$ cat config.mk
export PLATFORM = sky130hd
export DESIGN_NAME = mem_arbiter_flat
export DESIGN_NICKNAME = d
export VERILOG_FILES = /design/src/rtl/mem_arbiter_if.sv /design/src/rtl/mem_arbiter.sv /design/src/flat_wrapper.sv
export SDC_FILE = /design/constraint.sdc
export NUM_CORES = 1
export LEC_CHECK = 0
export ABC_AREA = 1
export BUFFER_PORTS_ARGS = -buffer_cell sky130_fd_sc_hd__buf_2
export CORE_MARGIN = 2
export CORE_UTILIZATION = 53
export DETAILED_ROUTE_END_ITERATION = 12
export HOLD_SLACK_MARGIN = 0.06
export PLACE_DENSITY = 0.92
export SETUP_SLACK_MARGIN = 0.5
export SKIP_CTS_REPAIR_TIMING = 1
export SYNTH_ARGS = -nofsm -noshare
export SYNTH_HDL_FRONTEND = slang
export SYNTH_SLANG_ARGS = --single-unit
$ cat constraint.sdc
create_clock -name clk -period 4.25 [get_ports clk]
set_input_delay 0 -clock clk [delete_from_list [all_inputs] [get_ports clk]]
set_output_delay 0 -clock clk [all_outputs]
set_load 0.02 [all_outputs]
$ cat src/rtl/mem_arbiter_if.sv
// Signal bundle between mem_arbiter, its fetch/data requesters and the single-port memory.
// The arbiter takes the slave modport; the requester/memory side takes master.
interface mem_arbiter_if;
  logic        if_req;
  logic [15:0] if_addr;
  logic        if_ready;
  logic        if_valid;
  logic [31:0] if_instr;

  logic        d_req;
  logic        d_we;
  logic [15:0] d_addr;
  logic [15:0] d_wdata;
  logic        d_ready;
  logic        d_valid;
  logic [15:0] d_rdata;

  logic [15:0] mem_addr;
  logic        mem_we;
  logic [15:0] mem_wdata;
  logic [15:0] mem_rdata;

  logic        busy;

  modport slave (
    input  if_req, if_addr, d_req, d_we, d_addr, d_wdata, mem_rdata,
    output if_ready, if_valid, if_instr, d_ready, d_valid, d_rdata,
           mem_addr, mem_we, mem_wdata, busy
  );

  modport master (
    output if_req, if_addr, d_req, d_we, d_addr, d_wdata, mem_rdata,
    input  if_ready, if_valid, if_instr, d_ready, d_valid, d_rdata,
           mem_addr, mem_we, mem_wdata, busy
  );
endinterface

$ cat src/rtl/mem_arbiter.sv
// Shares one single-port 16-bit memory between a 32-bit instruction fetch and 16-bit data port.
// Define MEM_ARB_RR_EN for alternating grants on simultaneous requests; default is data priority.
module mem_arbiter (
  input  logic          clk,
  input  logic          rst,
  mem_arbiter_if.slave  bus
);

  typedef enum logic [2:0] {
    IDLE,
    FETCH_LO,
    FETCH_HI,
    FETCH_DONE,
    DATA_RD,
    DATA_CAP,
    DATA_WR
  } state_e;

  state_e      r_state;
  state_e      w_state_nxt;

  logic [15:0] r_addr;
  logic [15:0] r_wdata;
  logic [15:0] r_lo;
  logic [31:0] r_if_instr;
  logic [15:0] r_d_rdata;
  logic        r_if_valid;
  logic        r_d_valid;

  logic        w_grant_d;
  logic        w_grant_f;
  logic [15:0] w_addr_inc;
  logic [15:0] w_mem_addr;
  logic [15:0] w_mem_wdata;
  logic        w_mem_we;

`ifdef MEM_ARB_RR_EN
  logic        r_last_d;  // 1 = data was granted last, 0 = fetch
`endif

  assign w_addr_inc = r_addr + 16'd1;

  always_comb begin
    w_grant_d = 1'b0;
    w_grant_f = 1'b0;
    if (r_state == IDLE && !rst) begin
`ifdef MEM_ARB_RR_EN
      if (bus.d_req && bus.if_req) begin
        w_grant_d = !r_last_d;
        w_grant_f = r_last_d;
      end else begin
        w_grant_d = bus.d_req;
        w_grant_f = bus.if_req;
      end
`else
      w_grant_d = bus.d_req;
      w_grant_f = bus.if_req && !bus.d_req;
`endif
    end
  end

  always_comb begin
    // NOTE: every output of this block gets a default first so no path leaves one unassigned (no latch).
    w_state_nxt = r_state;
    w_mem_addr  = 16'h0000;
    w_mem_wdata = 16'h0000;
    w_mem_we    = 1'b0;
    unique case (r_state)
      IDLE: begin
        // The read/write choice is latched by the state itself.
        if (w_grant_d)      w_state_nxt = bus.d_we ? DATA_WR : DATA_RD;
        else if (w_grant_f) w_state_nxt = FETCH_LO;
      end
      FETCH_LO: begin
        w_mem_addr  = r_addr;
        w_state_nxt = FETCH_HI;
      end
      FETCH_HI: begin
        w_mem_addr  = w_addr_inc;
        w_state_nxt = FETCH_DONE;
      end
      FETCH_DONE: w_state_nxt = IDLE;
      DATA_RD: begin
        w_mem_addr  = r_addr;
        w_state_nxt = DATA_CAP;
      end
      DATA_CAP: w_state_nxt = IDLE;
      DATA_WR: begin
        w_mem_addr  = r_addr;
        w_mem_wdata = r_wdata;
        w_mem_we    = !rst;
        w_state_nxt = IDLE;
      end
      default: w_state_nxt = IDLE;
    endcase
  end

  // NOTE: sequential state uses non-blocking assignments so all flops sample pre-edge values together.
  always_ff @(posedge clk) begin
    if (rst) r_state <= IDLE;
    else     r_state <= w_state_nxt;
  end

  always_ff @(posedge clk) begin
    if (rst) begin
      r_if_valid <= 1'b0;
      r_d_valid  <= 1'b0;
      r_if_instr <= 32'h0;
      r_d_rdata  <= 16'h0;
      r_lo       <= 16'h0;
    end else begin
      r_if_valid <= (r_state == FETCH_DONE);
      r_d_valid  <= (r_state == DATA_CAP) || (r_state == DATA_WR);
      if (r_state == FETCH_HI)   r_lo       <= bus.mem_rdata;
      if (r_state == FETCH_DONE) r_if_instr <= {bus.mem_rdata, r_lo};
      if (r_state == DATA_CAP)   r_d_rdata  <= bus.mem_rdata;
    end
  end

  // NOTE: request latches carry no reset; they are always loaded on a grant before being used.
  always_ff @(posedge clk) begin
    if (w_grant_d) begin
      r_addr  <= bus.d_addr;
      r_wdata <= bus.d_wdata;
    end else if (w_grant_f) begin
      r_addr  <= bus.if_addr;
    end
  end

`ifdef MEM_ARB_RR_EN
  always_ff @(posedge clk) begin
    if (rst)            r_last_d <= 1'b0;
    else if (w_grant_d) r_last_d <= 1'b1;
    else if (w_grant_f) r_last_d <= 1'b0;
  end
`endif

  assign bus.if_ready  = w_grant_f;
  assign bus.d_ready   = w_grant_d;
  assign bus.if_valid  = r_if_valid;
  assign bus.d_valid   = r_d_valid;
  assign bus.if_instr  = r_if_instr;
  assign bus.d_rdata   = r_d_rdata;
  assign bus.mem_addr  = w_mem_addr;
  assign bus.mem_wdata = w_mem_wdata;
  assign bus.mem_we    = w_mem_we;
  assign bus.busy      = (r_state != IDLE);

endmodule

$ cat src/flat_wrapper.sv
// flat-port wrapper written by rule: the top's interface ports become plain ports
module mem_arbiter_flat 
  (clk, rst, bus_if_req, bus_if_addr, bus_d_req, bus_d_we, bus_d_addr, bus_d_wdata, bus_mem_rdata, bus_if_ready, bus_if_valid, bus_if_instr, bus_d_ready, bus_d_valid, bus_d_rdata, bus_mem_addr, bus_mem_we, bus_mem_wdata, bus_busy);
  mem_arbiter_if bus_i ();
  input  logic clk;
  input  logic rst;
  input wire logic [$bits(bus_i.if_req)-1:0] bus_if_req;
  input wire logic [$bits(bus_i.if_addr)-1:0] bus_if_addr;
  input wire logic [$bits(bus_i.d_req)-1:0] bus_d_req;
  input wire logic [$bits(bus_i.d_we)-1:0] bus_d_we;
  input wire logic [$bits(bus_i.d_addr)-1:0] bus_d_addr;
  input wire logic [$bits(bus_i.d_wdata)-1:0] bus_d_wdata;
  input wire logic [$bits(bus_i.mem_rdata)-1:0] bus_mem_rdata;
  output wire logic [$bits(bus_i.if_ready)-1:0] bus_if_ready;
  output wire logic [$bits(bus_i.if_valid)-1:0] bus_if_valid;
  output wire logic [$bits(bus_i.if_instr)-1:0] bus_if_instr;
  output wire logic [$bits(bus_i.d_ready)-1:0] bus_d_ready;
  output wire logic [$bits(bus_i.d_valid)-1:0] bus_d_valid;
  output wire logic [$bits(bus_i.d_rdata)-1:0] bus_d_rdata;
  output wire logic [$bits(bus_i.mem_addr)-1:0] bus_mem_addr;
  output wire logic [$bits(bus_i.mem_we)-1:0] bus_mem_we;
  output wire logic [$bits(bus_i.mem_wdata)-1:0] bus_mem_wdata;
  output wire logic [$bits(bus_i.busy)-1:0] bus_busy;
  assign bus_i.if_req = bus_if_req;
  assign bus_i.if_addr = bus_if_addr;
  assign bus_i.d_req = bus_d_req;
  assign bus_i.d_we = bus_d_we;
  assign bus_i.d_addr = bus_d_addr;
  assign bus_i.d_wdata = bus_d_wdata;
  assign bus_i.mem_rdata = bus_mem_rdata;
  assign bus_if_ready = bus_i.if_ready;
  assign bus_if_valid = bus_i.if_valid;
  assign bus_if_instr = bus_i.if_instr;
  assign bus_d_ready = bus_i.d_ready;
  assign bus_d_valid = bus_i.d_valid;
  assign bus_d_rdata = bus_i.d_rdata;
  assign bus_mem_addr = bus_i.mem_addr;
  assign bus_mem_we = bus_i.mem_we;
  assign bus_mem_wdata = bus_i.mem_wdata;
  assign bus_busy = bus_i.busy;
  mem_arbiter u_core (.clk(clk), .rst(rst), .bus(bus_i));
endmodule
==> results of run 1 <==
[power by group through the flow]
| stage | logic, mW | registers, mW | clock network, mW |
|---|---|---|---|
| CTS | 1.04 | 1.31 | 0.627 |
| detailed placement | 1.03 | 1.33 | 0 |
| floorplan | 0.653 | 1.37 | 0 |
| finish | 1.18 | 1.33 | 0.638 |
| global route | 1.27 | 1.34 | 0.674 |
| global placement | 1.00 | 1.32 | 0 |
[layout by cell type (no fill, tap or decap)]
| cell type | netlist | final |
|---|---|---|
| inv_2 | 4 | 4 |
| dlygate4sd3_1 | 0 | 67 |
| nor2_4 | 1 | 1 |
| inv_1 | 69 | 69 |
| buf_2 | 6 | 154 |
| edfxtp_1 | 32 | 32 |
| nand4_1 | 5 | 5 |
| o21ai_0 | 76 | 76 |
| xnor2_1 | 1 | 1 |
| ha_1 | 1 | 1 |
| o32ai_1 | 1 | 1 |
| clkinv_8 | 0 | 3 |
| o21ai_1 | 2 | 2 |
| nor2_1 | 69 | 69 |
| inv_12 | 0 | 1 |
| o21bai_1 | 2 | 2 |
| buf_4 | 3 | 3 |
| clkinv_4 | 0 | 1 |
| a22o_1 | 1 | 1 |
| nor3_4 | 1 | 1 |
| o22ai_1 | 1 | 1 |
| nor2_2 | 1 | 1 |
| nand2_1 | 100 | 100 |
| a21oi_1 | 53 | 53 |
| clkbuf_8 | 0 | 9 |
| nand3_1 | 19 | 19 |
| dfxtp_1 | 69 | 69 |
| inv_6 | 0 | 2 |
[stage by stage]
stage	worst slack, ns	util	cells	total power [mW]	hold WS [ns]
floorplan	2.455	-	534	2.025	0.09887
global placement	1.783	0.6498	767	2.317	0.1767
detailed placement	1.643	0.6498	767	2.360	0.1781
CTS	1.625	0.6775	783	2.974	-0.2085
global route	1.326	0.7639	850	3.283	0.08334
finish	1.467	0.7639	850	3.144	0.04027
[cell families (layout without fill, tap and decap cells)]
| family | after synthesis | after routing | share of synthesized area |
|---|---|---|---|
| AO/OA/AOI/OAI | 136 | 136 | 0.1634 |
| adder cells (fa/ha/maj) | 1 | 1 | 0.002943 |
| XOR/XNOR | 1 | 1 | 0.002061 |
| AND/OR/NAND/NOR | 196 | 196 | 0.1869 |
| buffers and inverters | 99 | 313 | 0.09361 |
| flip-flops | 101 | 101 | 0.5511 |
[cell usage after synthesis]
cell | count | area [um^2]
o22ai_1 | 1 | 6.260
o21ai_0 | 76 | 380.4
inv_1 | 69 | 259.0
o21ai_1 | 2 | 10.01
nor2_4 | 1 | 11.26
buf_4 | 3 | 22.52
xnor2_1 | 1 | 8.760
ha_1 | 1 | 12.51
a21oi_1 | 53 | 265.3
nand4_1 | 5 | 31.28
buf_2 | 6 | 30.03
edfxtp_1 | 32 | 960.9
o21bai_1 | 2 | 15.01
nor2_1 | 69 | 259.0
dfxtp_1 | 69 | 1381
a22o_1 | 1 | 8.760
nor2_2 | 1 | 6.260
clkbuf_1 | 16 | 60.06
nand2_1 | 100 | 375.4
o32ai_1 | 1 | 8.760
nand3_1 | 19 | 95.09
nor3_4 | 1 | 16.27
buf_6 | 1 | 11.26
inv_2 | 4 | 15.01
[how the worst max path moves through the flow]
stage / endpoint / slack [ns] / cells past startpoint
after floorplan: u_core.r_addr[0]$_DFFE_PP_ / 2.46 / 6
after detailed placement: u_core.r_addr[15]$_DFFE_PP_ / 1.64 / 5
final: u_core.r_addr[6]$_DFFE_PP_ / 1.47 / 7
after global placement: u_core.r_addr[14]$_DFFE_PP_ / 1.78 / 5
after CTS: u_core.r_addr[0]$_DFFE_PP_ / 1.63 / 5
after global routing: u_core.r_addr[11]$_DFFE_PP_ / 1.33 / 7
[registers in the layout, summed over array words and instances (netlist names)]
signal / cells
u_core.r_lo: 16
u_core.r_addr: 16
u_core.r_wdata: 16
u_core.r_state: 3
u_core.bus.d_rdata: 16
u_core.bus.if_valid: 1
u_core.bus.d_valid: 1
u_core.bus.if_instr: 32
[layout make-up]
type                       count  area share
clock buffer                   9     0.02088
clock inverter                 7     0.01539
inverter                      73     0.04618
multi-input combinational    334      0.2545
sequential                   101      0.3948
tap                          102     0.02151
timing repair buffer         224      0.2467
[worst max-delay path: cells and delay by family, from the launching register on]
kind | cells | cell delay (ns)
buffers and inverters | 2 | 0.89
flip-flops | 1 | 0.42
AND/OR/NAND/NOR | 5 | 1.25
[routing by layer]
layer  track usage  vias to the layer above  share of wire
li1              -                     2144              -
met1        0.3356                     2164           0.36
met2        0.4137                      338           0.50
met3       0.04512                       81          0.096
met4        0.1244                        0          0.047
met5             0                        -              0
==> impl_metrics.toml, run 1 <==
[synth]
netlist_instances = 534
ys_ff_latch = 101
post_synth.cell_area_avg_um2 = 7.959
ys_seq_area_frac = 0.5511
ys_types = 24
syn_area_um2 = 4250
synth_nets = 604
yosysWarnings = 0

[timing]
slew_violations = 0
rsz0062_at_grt = "false"
setup_tns_ns = 0
timing.final.crit_share = 0.6547
clock_skew_ns = 0.01973
worst_slew_pin_slew_ns = 1.098
fin_crit_ns = 2.783
max_clock_freq_mhz = 359.4
hold_viol = 0
setup-violations-final = 0
max-slew-margin-rel = 0.2658

[die]
io-pin-count = 155
core_area_um2 = 7767
fp.dieArea_um2 = 8752
die_h_um = 93.55
fp.dieW_um = 93.55
start_util = 0.5472
num_rows = 32

[worst_setup_path]
cp_data_required_time_ns = 4.39
worst_setup_path_start_kind = "flip-flop"
slowest_stage = "nor2_4"
timing.rr.start = "u_core.r_state[2]$_SDFFE_PP0P_"
critPathKind = "flip-flop to flip-flop"
crit_start = "u_core.r_state[2]$_SDFFE_PP0P_"
critPathMaxStageDelay_ns = 0.70
path_cells = "nor2_2 > nand3_1 > nor2_4 > inv_2 > nand2_1 > nand2_1 > dlygate4sd3_1"
crit_top_cell = "nand2_1"
timing.rr.end = "u_core.r_addr[6]$_DFFE_PP_"
reg2reg_setup_slack_ns = 1.47
end_kind = "flip-flop"
critPathMaxFanout = 35
r2r_cells = 7
cp.arrival_ns = 2.92

[layout]
n_antenna_cell = 0
multi_input_area_um2 = 1510
design_area_um2 = 5933
fillers = 510
drive_gt1_frac = 0.2406
syn_to_final_growth_pct = 39.59
seq_area_um2 = 2342
fin_nets = 813

[placement]
placed_area_um2 = 5047
place_congestion = 0.8627
portBuffers = 154
dp_hpwl_um = 8005

[clock_network]
cts.sinks = 101
cts_tree = "built"
cts_made_buffers = 9
clk_pin_slew_ns = 0.12
h-tree-depth = 3
clockBufferDepth = 2
insertion_delay_ns = 0.38
clockRootBuffer = "clkbuf_8"

[power_and_ir_drop]
power.internal_mw = 1.832
p_leak_nw = 2.891
powerDensity_nw_per_um2 = 529.9
switchingPower_mw = 1.311
peakVddDrop_v = 0.0004018
seq_power_share = 0.421
clockPowerShare = 0.203
p_sw_frac = 0.4171
pwr-share-comb = 0.376

[detailed_routing]
wl_per_cell_um = 16.97
drtPass1Iterations = 6
routed_wl_um = 14430
drt_first_iter_violations = 573
vias = 4727
drc = 0
ant_nets = 0
drt-vias-per-instance = 5.561

[global_route]
grt_pass1_wl_um = 17620
antenna_found_initial = 0
grt.total_usage = 0.2566
grt_overflow = 0
grt_pass1_vias = 3773
grt_max_degree = 66

[hold_path]
hold_end = "u_core.r_state[0]$_SDFFE_PP0P_"
hp-class = "input port to flip-flop"
min_path_cells = 5
min_from = "bus_if_req"

[status]
run_status = "complete, no violations"

[run]
max_cap_violations = 0
Power figures use the tool's default switching activity.
==> inputs of run 2 (changes only) <==
- CORE_UTILIZATION: 53 -> 49
- PLACE_DENSITY: 0.92 -> 0.86
- clock period: 4.25 -> 2.6 ns (I/O delays scaled with it)
==> run 2 against run 1 <==
Against the previous run: worst hold slack better by 0.047 ns; die area up 7.8%; via count down 6.5%; final cell count up 1.1%; non-clock buffer count up 6; fmax up 42%; sequential power up 62%; final area up 1.0%; critical path depth down 2; wire length down 9.8%; highest routed layer unchanged.
==> impl_metrics.toml, run 2 (same netlist as run 1, synthesis figures left out) <==
[power_and_ir_drop]
p_leak_nw = 2.911
peakVddDrop_v = 0.0005068
powerDensity_nw_per_um2 = 843.8
power_mw = 5.057

[layout]
multi_input_area_um2 = 1524
layout_commonest_cell = "buf_2"
fin_nets = 819
final_cell_mix = "buf_2 (154), nand2_1 (100), o21ai_0 (76)"
syn_to_final_growth_pct = 41.01
n_antenna_cell = 0
largest_reg_flops = 32
drive_gt1_frac = 0.2533
fillers = 597
seq_area_um2 = 2344

[clock_network]
h-tree-depth = 3
cts_tree = "built"
clockBufferDepth = 2
insertion_delay_ns = 0.36
cts.sinks = 101
clk_pin_slew_ns = 0.10
cts_made_buffers = 9
clockRootBuffer = "clkbuf_8"

[placement]
place_congestion = 0.8504
portBuffers = 154
dp_hpwl_um = 7937

[die]
fp.dieArea_um2 = 9435
fp.dieW_um = 97.14
num_rows = 33
io-pin-count = 155
start_util = 0.5121
core_area_um2 = 8299
die_h_um = 97.14

[worst_setup_path]
critPathMaxFanout = 18
critPathKind = "flip-flop to flip-flop"
end_kind = "flip-flop"
r2r_cells = 5
reg2reg_setup_slack_ns = 0.64
cp_data_required_time_ns = 2.54
timing.rr.start = "u_core.r_state[0]$_SDFFE_PP0P_"
timing.rr.end = "u_core.r_addr[0]$_DFFE_PP_"
cp.arrival_ns = 1.90
worst_setup_path_start_kind = "flip-flop"

[detailed_routing]
wl_per_cell_um = 15.15
drt_first_iter_violations = 330
routed.top_layer = "met4"
wl_met3_um = 888
drc = 0
routed_wl_um = 13020
vias = 4418
wl_met2_um = 6383
ant_nets = 0
drt-vias-per-instance = 5.143
drt-met1-wl_um = 5077
drtPass1Iterations = 5

[global_route]
grt.total_usage = 0.2264
grt_pass1_vias = 3800
grt_max_degree = 41
grt_pass1_wl_um = 17680
antenna_found_initial = 0
grt_overflow = 0

[timing]
setup-violations-final = 0
timing.final.crit_share = 0.7526
fin_crit_ns = 1.957
max_clock_freq_mhz = 511.0
setup_tns_ns = 0
slew_violations = 0
clock_skew_ns = 0.009495
max-slew-margin-rel = 0.5130
hold_ws_ns = 0.08741
worst_slew_pin_slew_ns = 0.7288
rsz0062_at_grt = "false"
hold_viol = 0

[hold_path]
hold_end = "u_core.r_state[0]$_SDFFE_PP0P_"
hp-class = "input port to flip-flop"
min_from = "bus_if_req"
min_path_cells = 5

[status]
run_status = "complete, no violations"

[run]
max_cap_violations = 0
## run 2: cell count changes in the layout (fill, tap and decap cells not counted), moves of 2 or more
| cell | before | now |
|---|---|---|
| buf_4 | 3 | 10 |
| inv_8 | 0 | 2 |
| clkinvlp_4 | 0 | 2 |
| clkinv_8 | 3 | 0 |
## run 2: how the worst max path moves through the flow
stage                                               from                    endpoint  cells after the start
after CTS                 u_core.r_state[2]$_SDFFE_PP0P_             bus_mem_addr[9]                      5
after detailed placement  u_core.r_state[2]$_SDFFE_PP0P_             bus_mem_addr[9]                      5
after global routing      u_core.r_state[0]$_SDFFE_PP0P_             bus_mem_addr[8]                      7
after global placement    u_core.r_state[2]$_SDFFE_PP0P_             bus_mem_addr[9]                      5
final                     u_core.r_state[0]$_SDFFE_PP0P_  u_core.r_addr[0]$_DFFE_PP_                      5
after floorplan           u_core.r_state[2]$_SDFFE_PP0P_  u_core.r_addr[0]$_DFFE_PP_                      6
## run 2: report_power, final
part | internal, mW | switching (mW) | leakage [nW]
combinational | 0.617 | 1.27 | 1.95
clock | 0.452 | 0.574 | 0.105
sequential | 1.96 | 0.186 | 0.856
total | 3.03 | 2.03 | 2.91
## run 2: worst max-delay path, cell delays in order (launching register included)
cell     delay, ns
dfxtp_1       0.45
inv_2         0.12
nand3_1       0.15
nor2_4        0.05
inv_2         0.26
nand2_1       0.52
## run 2: layout make-up
type | instances | area share
Clock buffer | 11 | 0.02714
Tap cell | 105 | 0.02192
Clock inverter | 5 | 0.007933
Sequential cell | 101 | 0.3910
Multi-Input combinational cell | 334 | 0.2543
Timing Repair Buffer | 230 | 0.2514
Inverter | 73 | 0.04635
## run 2: metal layers
metal / track usage / vias up
met3: 0.03813 / 63
met1: 0.2998 / 1977
met5: 0 / -
li1: - / 2150
met2: 0.3686 / 228
met4: 0.09534 / 0
## run 2: metrics by stage
stage	setup WS, ns	cells	util	cell area (um^2)
2_1_floorplan	0.8054	534	-	4250
3_3_place_gp	0.7445	773	0.6113	5074
3_5_place_dp	0.6324	773	0.6113	5074
4_1_cts	0.2382	789	0.6367	5284
5_1_grt	0.5046	859	0.7221	5993
6_report	0.6432	859	0.7221	5993
==> inputs of run 3 (changes only) <==
- ABC_AREA: 1 -> 0
- clock period: 2.6 -> 1.87 ns (I/O delays scaled with it)
==> run 3 against run 2 <==
Against the previous run: the run now ends with setup timing left; clock-buffer cell count decreased by 2; worst setup slack got worse by 0.83 ns; wire length increased by 27%; combinational power decreased by 22%; final area increased by 18%; clock power increased by 64%; clock skew increased by 0.0083 ns; first-iteration DRC count increased by 33%; largest power group unchanged; highest routed layer unchanged.
==> impl_metrics.toml, run 3 <==
[status]
run_status = "finished with violations"
violations = "setup timing"

[hold_path]
hold_end = "u_core.r_state[1]$_SDFFE_PP0P_"
min_from = "bus_d_we"
min_path_cells = 3
hp-class = "input port to flip-flop"

[timing]
hold_ws_ns = 0.1060
max_clock_freq_mhz = 486.9
max-slew-margin-rel = 0.5273
clock_skew_ns = 0.01783
slew_violations = 0
fin_crit_ns = 2.054
rsz0062_at_grt = "true"
hold_viol = 0
timing.final.crit_share = 1.098
worst_slew_pin_slew_ns = 0.7090
setup_ws_ns = -0.1837
setup-violations-final = 28

[detailed_routing]
routed_wl_um = 16550
drt-vias-per-instance = 5.822
ant_nets = 0
wl_per_cell_um = 19.80
drc = 0
drtPass1Iterations = 9
drt_first_iter_violations = 439
vias = 4867

[synth]
syn_area_um2 = 4210
ys_top_cells_by_count = "nand2_1 (137), a21oi_1 (69), dfxtp_1 (69)"
ys.flop_type = "dfxtp_1"
yosysMostFrequentCell = "nand2_1"
synthTopCellsByArea = "dfxtp_1 (33%), edfxtp_1 (23%), nand2_1 (12%)"
post_synth.cell_area_avg_um2 = 9.133
ys_seq_area_frac = 0.5563
synth_nets = 531
synth_top_cell_area_share = 0.3281
ys_types = 42
synth-edff-count = 32
yosysWarnings = 0
ys_ff_latch = 101
synthArstFlopShare = 0
yosysTopAreaCell = "dfxtp_1"
netlist_instances = 461

[worst_setup_path]
timing.rr.start = "u_core.r_state[2]$_SDFFE_PP0P_"
reg2reg_setup_slack_ns = -0.03
path_cells = "buf_4 > nand3_2 > nor2_2 > a31oi_1 > a221o_1 > buf_6"
timing.rr.end = "u_core.r_addr[5]$_DFFE_PP_"
crit_buf_inv = 2
slowest_stage = "edfxtp_1"
critPathKind = "flip-flop to output pin"
worst_setup_path_start_kind = "flip-flop"
cp.arrival_ns = 2.05
critPathMaxFanout = 4
cp_data_required_time_ns = 1.87
r2r_cells = 5
crit_family = "flip-flops"
critPathMaxStageDelay_ns = 0.52
end_kind = "output pin"

[placement]
place_congestion = 0.9628
post-place-ws_ns = 0.1061
dp_hpwl_um = 7447
portBuffers = 154

[die]
fp.dieArea_um2 = 9350
start_util = 0.5098
fp.dieW_um = 96.70
io-pin-count = 155
core_area_um2 = 8258
num_rows = 33
die_h_um = 96.70

[clock_network]
cts.sinks = 101
insertion_delay_ns = 0.37
clk_pin_slew_ns = 0.11
clockRootBuffer = "clkbuf_8"
h-tree-depth = 3
clockBufferDepth = 2
cts_made_buffers = 9
cts_tree = "built"

[global_route]
antenna_found_initial = 0
grt_pass1_wl_um = 17400
grt_overflow = 0
grt.total_usage = 0.2241
grt_pass1_vias = 3602
grt_max_degree = 71

[power_and_ir_drop]
p_leak_nw = 3.009
peakVddDrop_v = 0.0004942
powerDensity_nw_per_um2 = 799.1

[layout]
syn_to_final_growth_pct = 67.34
fin_nets = 796
n_antenna_cell = 0
final_core_util = 0.8532
final_cell_mix = "nand2_1 (136), buf_2 (122), a21oi_1 (68)"
largest_reg_flops = 32
layout_commonest_cell = "nand2_1"
drive_gt1_frac = 0.4364

[run]
max_cap_violations = 0
[run 3: changes by cell type after synthesis, moves of 16 or more]
cell	before	now
a21oi_1	53	69
and2_1	0	17
inv_1	69	5
nand2_1	100	137
nor2_1	69	10
o21ai_0	76	15
[run 3: per-stage QoR]
stage               power (mW)  cells  instance area [um^2]  TNS (ns)
CTS                      4.992    721                  5444    -1.541
finish                   5.630    836                  7046    -1.567
global placement         3.354    705                  5204         0
global route             5.761    836                  7046    -2.315
floorplan                3.077    461                  4333         0
detailed placement       3.387    705                  5204         0
[run 3: worst max-delay path by stage]
stage	cells after the start	endpoint	slack [ns]	start
floorplan	5	u_core.r_wdata[0]$_DFFE_PN_	0.17	u_core.r_state[2]$_SDFFE_PP0P_
global placement	4	u_core.r_wdata[10]$_DFFE_PN_	0.17	u_core.r_state[2]$_SDFFE_PP0P_
detailed placement	4	u_core.r_wdata[6]$_DFFE_PN_	0.11	u_core.r_state[2]$_SDFFE_PP0P_
CTS	5	bus_d_ready	-0.19	u_core.r_state[2]$_SDFFE_PP0P_
global route	6	bus_mem_addr[5]	-0.23	u_core.r_state[0]$_SDFFE_PP0P_
finish	6	bus_mem_addr[15]	-0.18	u_core.r_addr[0]$_DFFE_PP_
[run 3: cell families (layout without fill, tap and decap cells)]
logic type | Yosys count | count (layout) | share of synthesized area
AND/OR/NAND/NOR | 200 | 201 | 0.2140
AO/OA/AOI/OAI | 106 | 106 | 0.1376
buffers and inverters | 37 | 306 | 0.03834
flip-flops | 101 | 101 | 0.5563
adder cells (fa/ha/maj) | 1 | 1 | 0.002971
multiplexers | 16 | 16 | 0.05082
[run 3: cell type report]
| type | instances | area [um^2] |
|---|---|---|
| multi-input cells | 324 | 2022 |
| repair buffers | 285 | 2278 |
| clock buffers | 9 | 123.9 |
| flip-flops and latches | 101 | 2351 |
| inverters | 5 | 22.52 |
| clock inverters | 7 | 116.4 |
| well taps | 105 | 131.4 |
| fillers | 409 | 1212 |
[run 3: where the power goes]
part           internal (mW)  switching, mW  total, mW
Sequential              2.39         0.0836       2.47
Clock                  0.793          0.894       1.69
Combinational          0.701          0.771       1.47
Total                   3.88           1.75       5.63
[run 3: worst register-to-register path, cell delays in order, from the launching register on]
cell and delay (ns):
dfxtp_4 0.38, or3_4 0.41, nor2_4 0.28, nand2_8 0.13
buf_6 0.16, mux2_4 0.31
[run 3: metal layers]
| metal | up-vias | routed length, um | track usage |
|---|---|---|---|
| met2 | 374 | 8273 | 0.3734 |
| met5 | - | 0 | 0 |
| li1 | 2114 | - | - |
| met4 | 0 | 758 | 0.06501 |
| met3 | 90 | 1710 | 0.04986 |
| met1 | 2289 | 5812 | 0.2940 |
